`src/rtl/spis_reg_bridge.sv`:
```
`default_nettype none
// ============================================================================
// Module   : spis_reg_bridge
// Purpose  : Byte-level command decoder between an SPI slave receive path and
//            its transmit path. Decodes read/write burst commands and drives an
//            8 x 8-bit register file; reg 7 is a read-only device ID.
// Ports    : Sclk      - clock, all state changes on posedge
//            rst       - asynchronous active-high reset
//            RxData    - received byte, qualified by RxValid
//            RxValid   - one-cycle strobe per received byte
//            TxData    - byte the slave loads for the next transfer
//            reg_out   - flattened register file, reg i at [8*i+7:8*i]
//            wr_strobe - one-cycle pulse per register write
//            wr_addr   - address of the write, valid with wr_strobe
//            busy      - burst in progress
//            err       - sticky protocol error
// Config   : SPIS_REG_AUTOINC_EN defined -> address increments per data byte;
//            undefined -> address holds for the whole burst.
// Revision : 1.0 - initial release
// ============================================================================
module spis_reg_bridge #(
    parameter logic [7:0] DEVICE_ID = 8'hA5,
    parameter logic [7:0] RESET_VAL = 8'h00
) (
    input  logic        Sclk,
    input  logic        rst,
    input  logic [7:0]  RxData,
    input  logic        RxValid,
    output logic [7:0]  TxData,
    output logic [63:0] reg_out,
    output logic        wr_strobe,
    output logic [2:0]  wr_addr,
    output logic        busy,
    output logic        err
);

    typedef enum logic [1:0] {
        ST_IDLE  = 2'd0,
        ST_WRITE = 2'd1,
        ST_READ  = 2'd2
    } state_t;

    state_t      state;
    logic [2:0]  addr;
    logic [3:0]  remain;
    logic [7:0]  regs [0:6];

    // Read view of the whole file: entries 0..6 are storage, 7 is the ID.
    logic [7:0]  rd_mux [0:7];
    logic [2:0]  addr_nxt;
    logic [3:0]  remain_nxt;

    genvar gi;
    generate
        for (gi = 0; gi < 7; gi++) begin : g_rdmux
            assign rd_mux[gi] = regs[gi];
        end
        for (gi = 0; gi < 8; gi++) begin : g_regout
            assign reg_out[8*gi +: 8] = rd_mux[gi];
        end
    endgenerate
    assign rd_mux[7] = DEVICE_ID;

`ifdef SPIS_REG_AUTOINC_EN
    assign addr_nxt = addr + 3'd1;
`else
    assign addr_nxt = addr;
`endif

    assign remain_nxt = remain - 4'd1;

    always_ff @(posedge Sclk or posedge rst) begin
        if (rst) begin
            state     <= ST_IDLE;
            addr      <= 3'd0;
            remain    <= 4'd0;
            TxData    <= 8'h00;
            wr_strobe <= 1'b0;
            wr_addr   <= 3'd0;
            busy      <= 1'b0;
            err       <= 1'b0;
            for (int i = 0; i < 7; i++) begin
                regs[i] <= RESET_VAL;
            end
        end else begin
            wr_strobe <= 1'b0;
            if (RxValid) begin
                case (state)
                    ST_IDLE: begin
                        if (RxData[3]) begin
                            // Reserved bit set: flag and ignore the command.
                            err    <= 1'b1;
                            TxData <= 8'h00;
                        end else begin
                            addr   <= RxData[2:0];
                            remain <= {1'b0, RxData[6:4]} + 4'd1;
                            busy   <= 1'b1;
                            if (RxData[7]) begin
                                state  <= ST_READ;
                                TxData <= rd_mux[RxData[2:0]];
                            end else begin
                                state  <= ST_WRITE;
                            end
                        end
                    end
                    ST_WRITE: begin
                        if (addr != 3'd7) begin
                            for (int i = 0; i < 7; i++) begin
                                if (addr == 3'(i)) begin
                                    regs[i] <= RxData;
                                end
                            end
                            wr_strobe <= 1'b1;
                            wr_addr   <= addr;
                        end else begin
                            // Read-only ID register: data dropped, burst continues.
                            err <= 1'b1;
                        end
                        addr   <= addr_nxt;
                        remain <= remain_nxt;
                        if (remain_nxt == 4'd0) begin
                            state <= ST_IDLE;
                            busy  <= 1'b0;
                        end
                    end
                    ST_READ: begin
                        // Incoming byte is a dummy; it only paces the burst.
                        addr   <= addr_nxt;
                        remain <= remain_nxt;
                        if (remain_nxt == 4'd0) begin
                            state  <= ST_IDLE;
                            busy   <= 1'b0;
                            TxData <= 8'h00;
                        end else begin
                            TxData <= rd_mux[addr_nxt];
                        end
                    end
                    default: begin
                        state <= ST_IDLE;
                        busy  <= 1'b0;
                    end
                endcase
            end
        end
    end

endmodule
`default_nettype wire

```
`config.mk`:
```
export PLATFORM = sky130hd
export DESIGN_NAME = spis_reg_bridge
export DESIGN_NICKNAME = d
export VERILOG_FILES = /design/src/rtl/spis_reg_bridge.sv
export SDC_FILE = /design/constraint.sdc
export NUM_CORES = 1
export LEC_CHECK = 0
export CORE_UTILIZATION = 58
export CTS_BUF_LIST = sky130_fd_sc_hd__clkbuf_4
export CTS_CLUSTER_SIZE = 14
export DETAILED_ROUTE_END_ITERATION = 12
export PLACE_DENSITY = 0.89
export SYNTH_ARGS = -nofsm -noshare
export SYNTH_HDL_FRONTEND = slang
export SYNTH_SLANG_ARGS = --single-unit
```
`constraint.sdc`:
```
create_clock -name Sclk -period 3.9 [get_ports Sclk]
set_input_delay 0.78 -clock Sclk [delete_from_list [all_inputs] [get_ports Sclk]]
set_output_delay 0.78 -clock Sclk [all_outputs]
set_load 0.05 [all_outputs]
```
==> flow_summary.yaml, run 1 <==
timing:
  fmax_mhz: 392
  tightest_slew_ns: 1.05
  fin_crit_sh_pct: 65.4
  slew_headroom_pct: 29.9
  finClkSkew_ns: 0.0120
  fin_ws_ns: 1.35
  min_period_ns: 2.55
  hold_violations: 0
  drv_slew: 0
  rsz0062_at_grt: "no"
  setup_tns_ns: 0
  setup_viol: 0
cts:
  cts_setup_buffers: 0
  hold_buffers: 0
  cts_buffers: 9
  insertion_delay_ns: 0.44
  clockBufferDepth: 2
  htree_levels: 3
  cts_resized: 0
  cts_root_buffer: "clkbuf_4"
  cts_tree: "built"
  cts.sink_count: 79
  clkTransAtPathRegs_ns: 0.12
logic_synthesis:
  ys_warn_count: 0
  synth_top_area_cell: "dfrtp_1"
  synth.distinct_cells: 49
  synth_top_area_share_pct: 44.9
  synth.area.top_cells: "dfrtp_1, mux2_2, mux2i_1"
  synth_edf_count: 0
  syn_avg_cell_area_sq_um: 12.0
  synthMostInstantiatedCell: "dfrtp_1"
  ys_seq_area_share_pct: 44.9
  netlist_area_sq_mm: 0.00441
  synth_common_cells: "dfrtp_1, mux2_2, mux2i_1"
  synthCells: 367
  synthArstFlopShare_pct: 100
  synth_ff_type: "dfrtp_1"
  ys_ff_latch: 79
route:
  viasPerCell: 6.23
  drc: 0
  antenna_left: 0
  wl_per_cell_microns: 20.5
  num_vias: 3379
  routed_wl_mm: 11.1
  drtPass1Iterations: 5
  dr.first_iter.drc_count: 248
global_route:
  grt_pass1_wl_mm: 17.5
  antenna_found_initial: 0
  overflow: 0
  grt_pass1_vias: 3343
  grt_max_degree: 80
  grt.total_usage_pct: 30.1
run:
  drv_cap: 0
floorplan:
  die_h_microns: 89.2
  core_sq_mm: 0.00729
  boundaryPins: 89
  dieArea_sq_mm: 0.00795
  core.rowCount: 31
  initial_utilization_pct: 60.4
  dieWidth_microns: 89.2
pwr:
  p_int_w: 0.00247
  clkPwrFrac_pct: 10.0
  irDropWorstVdd_mv: 0.482
  pwr-share-comb_pct: 57.9
  power_density_mw_per_mm2: 916
  leakage_nw: 2.30
  p_sw_share_pct: 49.5
  power_frac_seq_pct: 32.0
  power.net_switching_w: 0.00242
final_layout:
  post-route-util_pct: 73.1
  final_nets: 456
  fillers: 522
  fin_cells: 542
  syn2layout_area_growth_pct: 21.1
  final_layout_size_suffix_gt1_share_pct: 25.1
  diodes: 0
worst_setup_path:
  cp-end-kind: "flip-flop"
  start_kind: "input port"
  path_class: "in -> reg"
  worstPathArrival_ns: 2.86
  crit_required_ns: 4.21
  cp_max_fo: 9
placement:
  io_buffers: 80
  dpl.hpwl_mm: 7.51
  gp_congestion: 0.843
  dp_slack_ns: 0.914
  placed_cells: 527
min_path:
  min-delay-path-class: "reg -> reg"
outcome:
  status: "completed"
-- power by group through the flow --
| stage | logic [W] | clock network (W) | registers [W] |
|---|---|---|---|
| after detailed placement | 0.00283 | 0 | 0.00157 |
| final | 0.00283 | 0.000489 | 0.00156 |
| after CTS | 0.00283 | 0.000497 | 0.00156 |
| after global routing | 0.00297 | 0.000529 | 0.00161 |
| after floorplan | 0.00112 | 0 | 0.00240 |
| after global placement | 0.00276 | 0 | 0.00156 |
-- final timing paths --
| check | from | slack (ns) | to | cells past startpoint |
|---|---|---|---|---|
| setup / recovery | RxData[3] | 1.35 | TxData[0]$_DFFE_PP0P_ | 6 |
| hold / removal | err$_DFFE_PP0P_ | 0.48 | err$_DFFE_PP0P_ | 1 |
| setup reg to reg | state[1]$_DFFE_PP0P_ | 1.40 | TxData[0]$_DFFE_PP0P_ | 7 |
| hold reg to reg | err$_DFFE_PP0P_ | 0.48 | err$_DFFE_PP0P_ | 1 |
| max in group asynchronous | rst | 2.30 | reg_out[14]$_DFFE_PP0P_ | 3 |
| min in group asynchronous | rst | 0.94 | reg_out[39]$_DFFE_PP0P_ | 3 |
-- metrics by stage --
step / hold WS [ns] / cell area [sq um] / power [W]
2_1_floorplan: 0.472 / 4430 / 0.00352
3_3_place_gp: 0.453 / 5200 / 0.00431
3_5_place_dp: 0.458 / 5200 / 0.00440
4_1_cts: 0.485 / 5330 / 0.00489
5_1_grt: 0.516 / 5330 / 0.00511
6_report: 0.479 / 5330 / 0.00488
-- worst max-delay path: stages --
cell,delay (ns)
clkdlybuf4s50_1,0.53
nor2b_1,0.58
nand2b_4,0.11
o211ai_4,0.17
nand4bb_1,0.50
o221ai_2,0.18
-- routing by layer --
layer / up-vias / part of all wire [%] / wire [microns] / track usage, %
met5: - / 0 / 0 / 0
met4: 0 / 2.7 / 295 / 14.6
met3: 24 / 7.2 / 804 / 5.45
met2: 167 / 50 / 5510 / 48.2
met1: 1700 / 40 / 4490 / 40.0
li1: 1488 / - / - / -
-- flip-flops by register name, indices dropped and copies added, names as in the netlist --
| name | cells |
|---|---|
| busy | 1 |
| state | 2 |
| reg_out | 56 |
| wr_addr | 3 |
| err | 1 |
| TxData | 8 |
| addr | 3 |
| wr_strobe | 1 |
| remain | 4 |
-- final cells by class --
type | instances | area [sq um] | share of cell area, %
clock buffers | 11 | 82.6 | 1.55
clock inverters | 4 | 47.5 | 0.891
inverters | 7 | 26.3 | 0.493
multi-input cells | 255 | 2220 | 41.7
flip-flops and latches | 79 | 1980 | 37.1
well taps | 99 | 124 | 2.32
repair buffers | 87 | 853 | 16.0
-- cell usage in the layout, fill, tap and decap left out, types with 8 or more instances in the layout --
cell type | Yosys | layout
clkdlybuf4s50_1 | 0 | 80
dfrtp_1 | 79 | 79
mux2_2 | 63 | 63
mux2i_1 | 29 | 29
nand2_1 | 24 | 24
o21ai_0 | 19 | 19
nor2b_1 | 11 | 11
clkbuf_4 | 0 | 11
mux4_2 | 8 | 8
conb_1 | 2 | 8
-- logic make-up (layout without fill, tap and decap cells) --
logic type / count (synthesis) / in the layout / synth area share (%)
multiplexers: 101 / 101 / 27.0
flip-flops: 79 / 79 / 44.9
AND/OR/NAND/NOR: 70 / 70 / 9.17
AO/OA/AOI/OAI: 69 / 69 / 11.7
buffers and inverters: 39 / 109 / 5.17
adder cells (fa/ha/maj): 6 / 6 / 1.70
other: 2 / 8 / 0.170
XOR/XNOR: 1 / 1 / 0.199
No activity file was read; power rests on OpenSTA's default activity.
==> inputs of run 2 (changes only) <==
--- a/config.mk
+++ b/config.mk
@@ -5,11 +5,11 @@
 export SDC_FILE = /design/constraint.sdc
 export NUM_CORES = 1
 export LEC_CHECK = 0
-export CORE_UTILIZATION = 58
+export CORE_UTILIZATION = 54
 export CTS_BUF_LIST = sky130_fd_sc_hd__clkbuf_4
 export CTS_CLUSTER_SIZE = 14
 export DETAILED_ROUTE_END_ITERATION = 12
-export PLACE_DENSITY = 0.89
+export PLACE_DENSITY = 0.83
 export SYNTH_ARGS = -nofsm -noshare
 export SYNTH_HDL_FRONTEND = slang
 export SYNTH_SLANG_ARGS = --single-unit
==> constraint.sdc (replaced) <==
create_clock -name Sclk -period 2.5 [get_ports Sclk]
set_input_delay 0.5 -clock Sclk [delete_from_list [all_inputs] [get_ports Sclk]]
set_output_delay 0.5 -clock Sclk [all_outputs]
set_load 0.05 [all_outputs]
==> flow_summary.yaml, run 2 (same netlist as run 1, synthesis figures left out) <==
outcome:
  status: "completed"
route:
  met1Wirelength_mm: 4.74
  topRoutingLayerUsed: "met4"
  viasPerCell: 6.10
  wl_per_cell_microns: 20.2
  met2_length_mm: 5.53
  dr.first_iter.drc_count: 305
  met3_length_microns: 818
  drc: 0
  routed_wl_mm: 11.4
  num_vias: 3449
  drtPass1Iterations: 5
  antenna_left: 0
timing:
  setup_viol: 0
  drv_slew: 0
  slew_headroom_pct: 54.6
  rsz0062_at_grt: "no"
  holdWs_ns: 0.310
  setup_tns_ns: 0
  tightest_slew_ns: 0.682
  fmax_mhz: 446
  fin_ws_ns: 0.259
  hold_violations: 0
  finClkSkew_ns: 0.0231
  fin_crit_sh_pct: 89.6
  min_period_ns: 2.24
global_route:
  grt_max_degree: 52
  grt.total_usage_pct: 28.6
  grt_pass1_wl_mm: 18.4
  grt_pass1_vias: 3481
  antenna_found_initial: 0
  overflow: 0
placement:
  dp_slack_ns: 0.189
  dpl.hpwl_mm: 8.21
  placed_cells: 549
  gp_congestion: 0.873
  io_buffers: 80
worst_setup_path:
  cp-end-kind: "output pin"
  path_buf_inv: 1
  crit_required_ns: 2.00
  critPathTopFamily: "buffers and inverters"
  r2r_slack_ns: 0.34
  start_kind: "flip-flop"
  cp_max_fo: 4
  cpPeakStageDelay_ns: 0.84
  path_class: "reg -> out"
  worstPathArrival_ns: 1.74
  crit_path_top_delay_cell: "clkdlybuf4s50_1"
  cp_cell_sequence: "clkdlybuf4s50_1"
final_layout:
  syn2layout_area_growth_pct: 25.6
  final_nets: 475
  layout_commonest_cell: "clkdlybuf4s50_1"
  fin_cells: 565
  layout_common_cells: "clkdlybuf4s50_1, dfrtp_1, mux2_2, mux2i_1, nand2_1"
  largest_register_ffs: 56
  diodes: 0
  final_layout_size_suffix_gt1_share_pct: 28.3
  post-route-util_pct: 70.8
  fillers: 576
cts:
  cts_setup_buffers: 0
  clkTransAtPathRegs_ns: 0.13
  cts_root_buffer: "clkbuf_4"
  htree_levels: 3
  insertion_delay_ns: 0.44
  clockBufferDepth: 2
  hold_buffers: 0
  cts.sink_count: 79
  cts_buffers: 9
  cts_resized: 0
  cts_tree: "built"
floorplan:
  core_sq_mm: 0.00781
  die_h_microns: 92.3
  dieWidth_microns: 92.3
  boundaryPins: 89
  dieArea_sq_mm: 0.00852
  core.rowCount: 32
  initial_utilization_pct: 56.4
run:
  drv_cap: 0
pwr:
  power_density_mw_per_mm2: 1400
  leakage_nw: 2.40
  irDropWorstVdd_mv: 0.826
min_path:
  min-delay-path-class: "in -> async"
run 2: changes by cell type in the layout (fill, tap and decap cells not counted):
cell,delta
inv_6,+1
clkinv_2,-1
buf_12,+3
buf_4,+16
clkinv_4,-1
clkinvlp_4,+3
inv_2,-1
run 2: per-stage QoR:
step | total power, W | instance area (sq um)
floorplan | 0.00550 | 4430
global placement | 0.00684 | 5390
detailed placement | 0.00696 | 5390
CTS | 0.00774 | 5530
global route | 0.00808 | 5530
finish | 0.00774 | 5530
run 2: cell type report:
| cell class | instances | area (sq um) | share of cell area (%) |
|---|---|---|---|
| multi-input combinational | 255 | 2220 | 40.2 |
| sequential | 79 | 1980 | 35.7 |
| timing repair buffer | 106 | 1030 | 18.7 |
| tap | 102 | 128 | 2.31 |
| clock buffer | 11 | 82.6 | 1.49 |
| clock inverter | 5 | 57.6 | 1.04 |
| inverter | 7 | 30.0 | 0.543 |
run 2: per-layer routing:
layer  GRT usage [%]  up-vias
met5               0        -
met1            38.3     1707
met4            12.8        0
met3            5.42       32
li1                -     1519
met2            45.4      191
run 2: power breakdown:
group          switching [W]  internal, W  leakage (nW)  total, W
clock network       0.000453     0.000328        0.0711  0.000781
logic                0.00273      0.00182          1.31   0.00455
registers           0.000622      0.00179          1.02   0.00241
run 2: final timing paths:
path	startpoint	cells after the start	endpoint
min reg2reg	err$_DFFE_PP0P_	1	err$_DFFE_PP0P_
min	rst	2	reg_out[15]$_DFFE_PP0P_
max	reg_out[28]$_DFFE_PP0P_	1	reg_out[28]
min in group Sclk	err$_DFFE_PP0P_	1	err$_DFFE_PP0P_
max in group asynchronous	rst	3	reg_out[12]$_DFFE_PP0P_
max reg2reg	addr[1]$_DFFE_PP0P_	3	reg_out[16]$_DFFE_PP0P_
==> inputs of run 3 (changes only) <==
--- a/config.mk
+++ b/config.mk
@@ -10,6 +10,7 @@
 export CTS_CLUSTER_SIZE = 14
 export DETAILED_ROUTE_END_ITERATION = 12
 export PLACE_DENSITY = 0.83
+export SLEW_MARGIN = 20
 export SYNTH_ARGS = -nofsm -noshare
 export SYNTH_HDL_FRONTEND = slang
 export SYNTH_SLANG_ARGS = --single-unit
==> results of run 3 <==
Same layout as run 2: the final DEF is identical, and so are final timing and power.
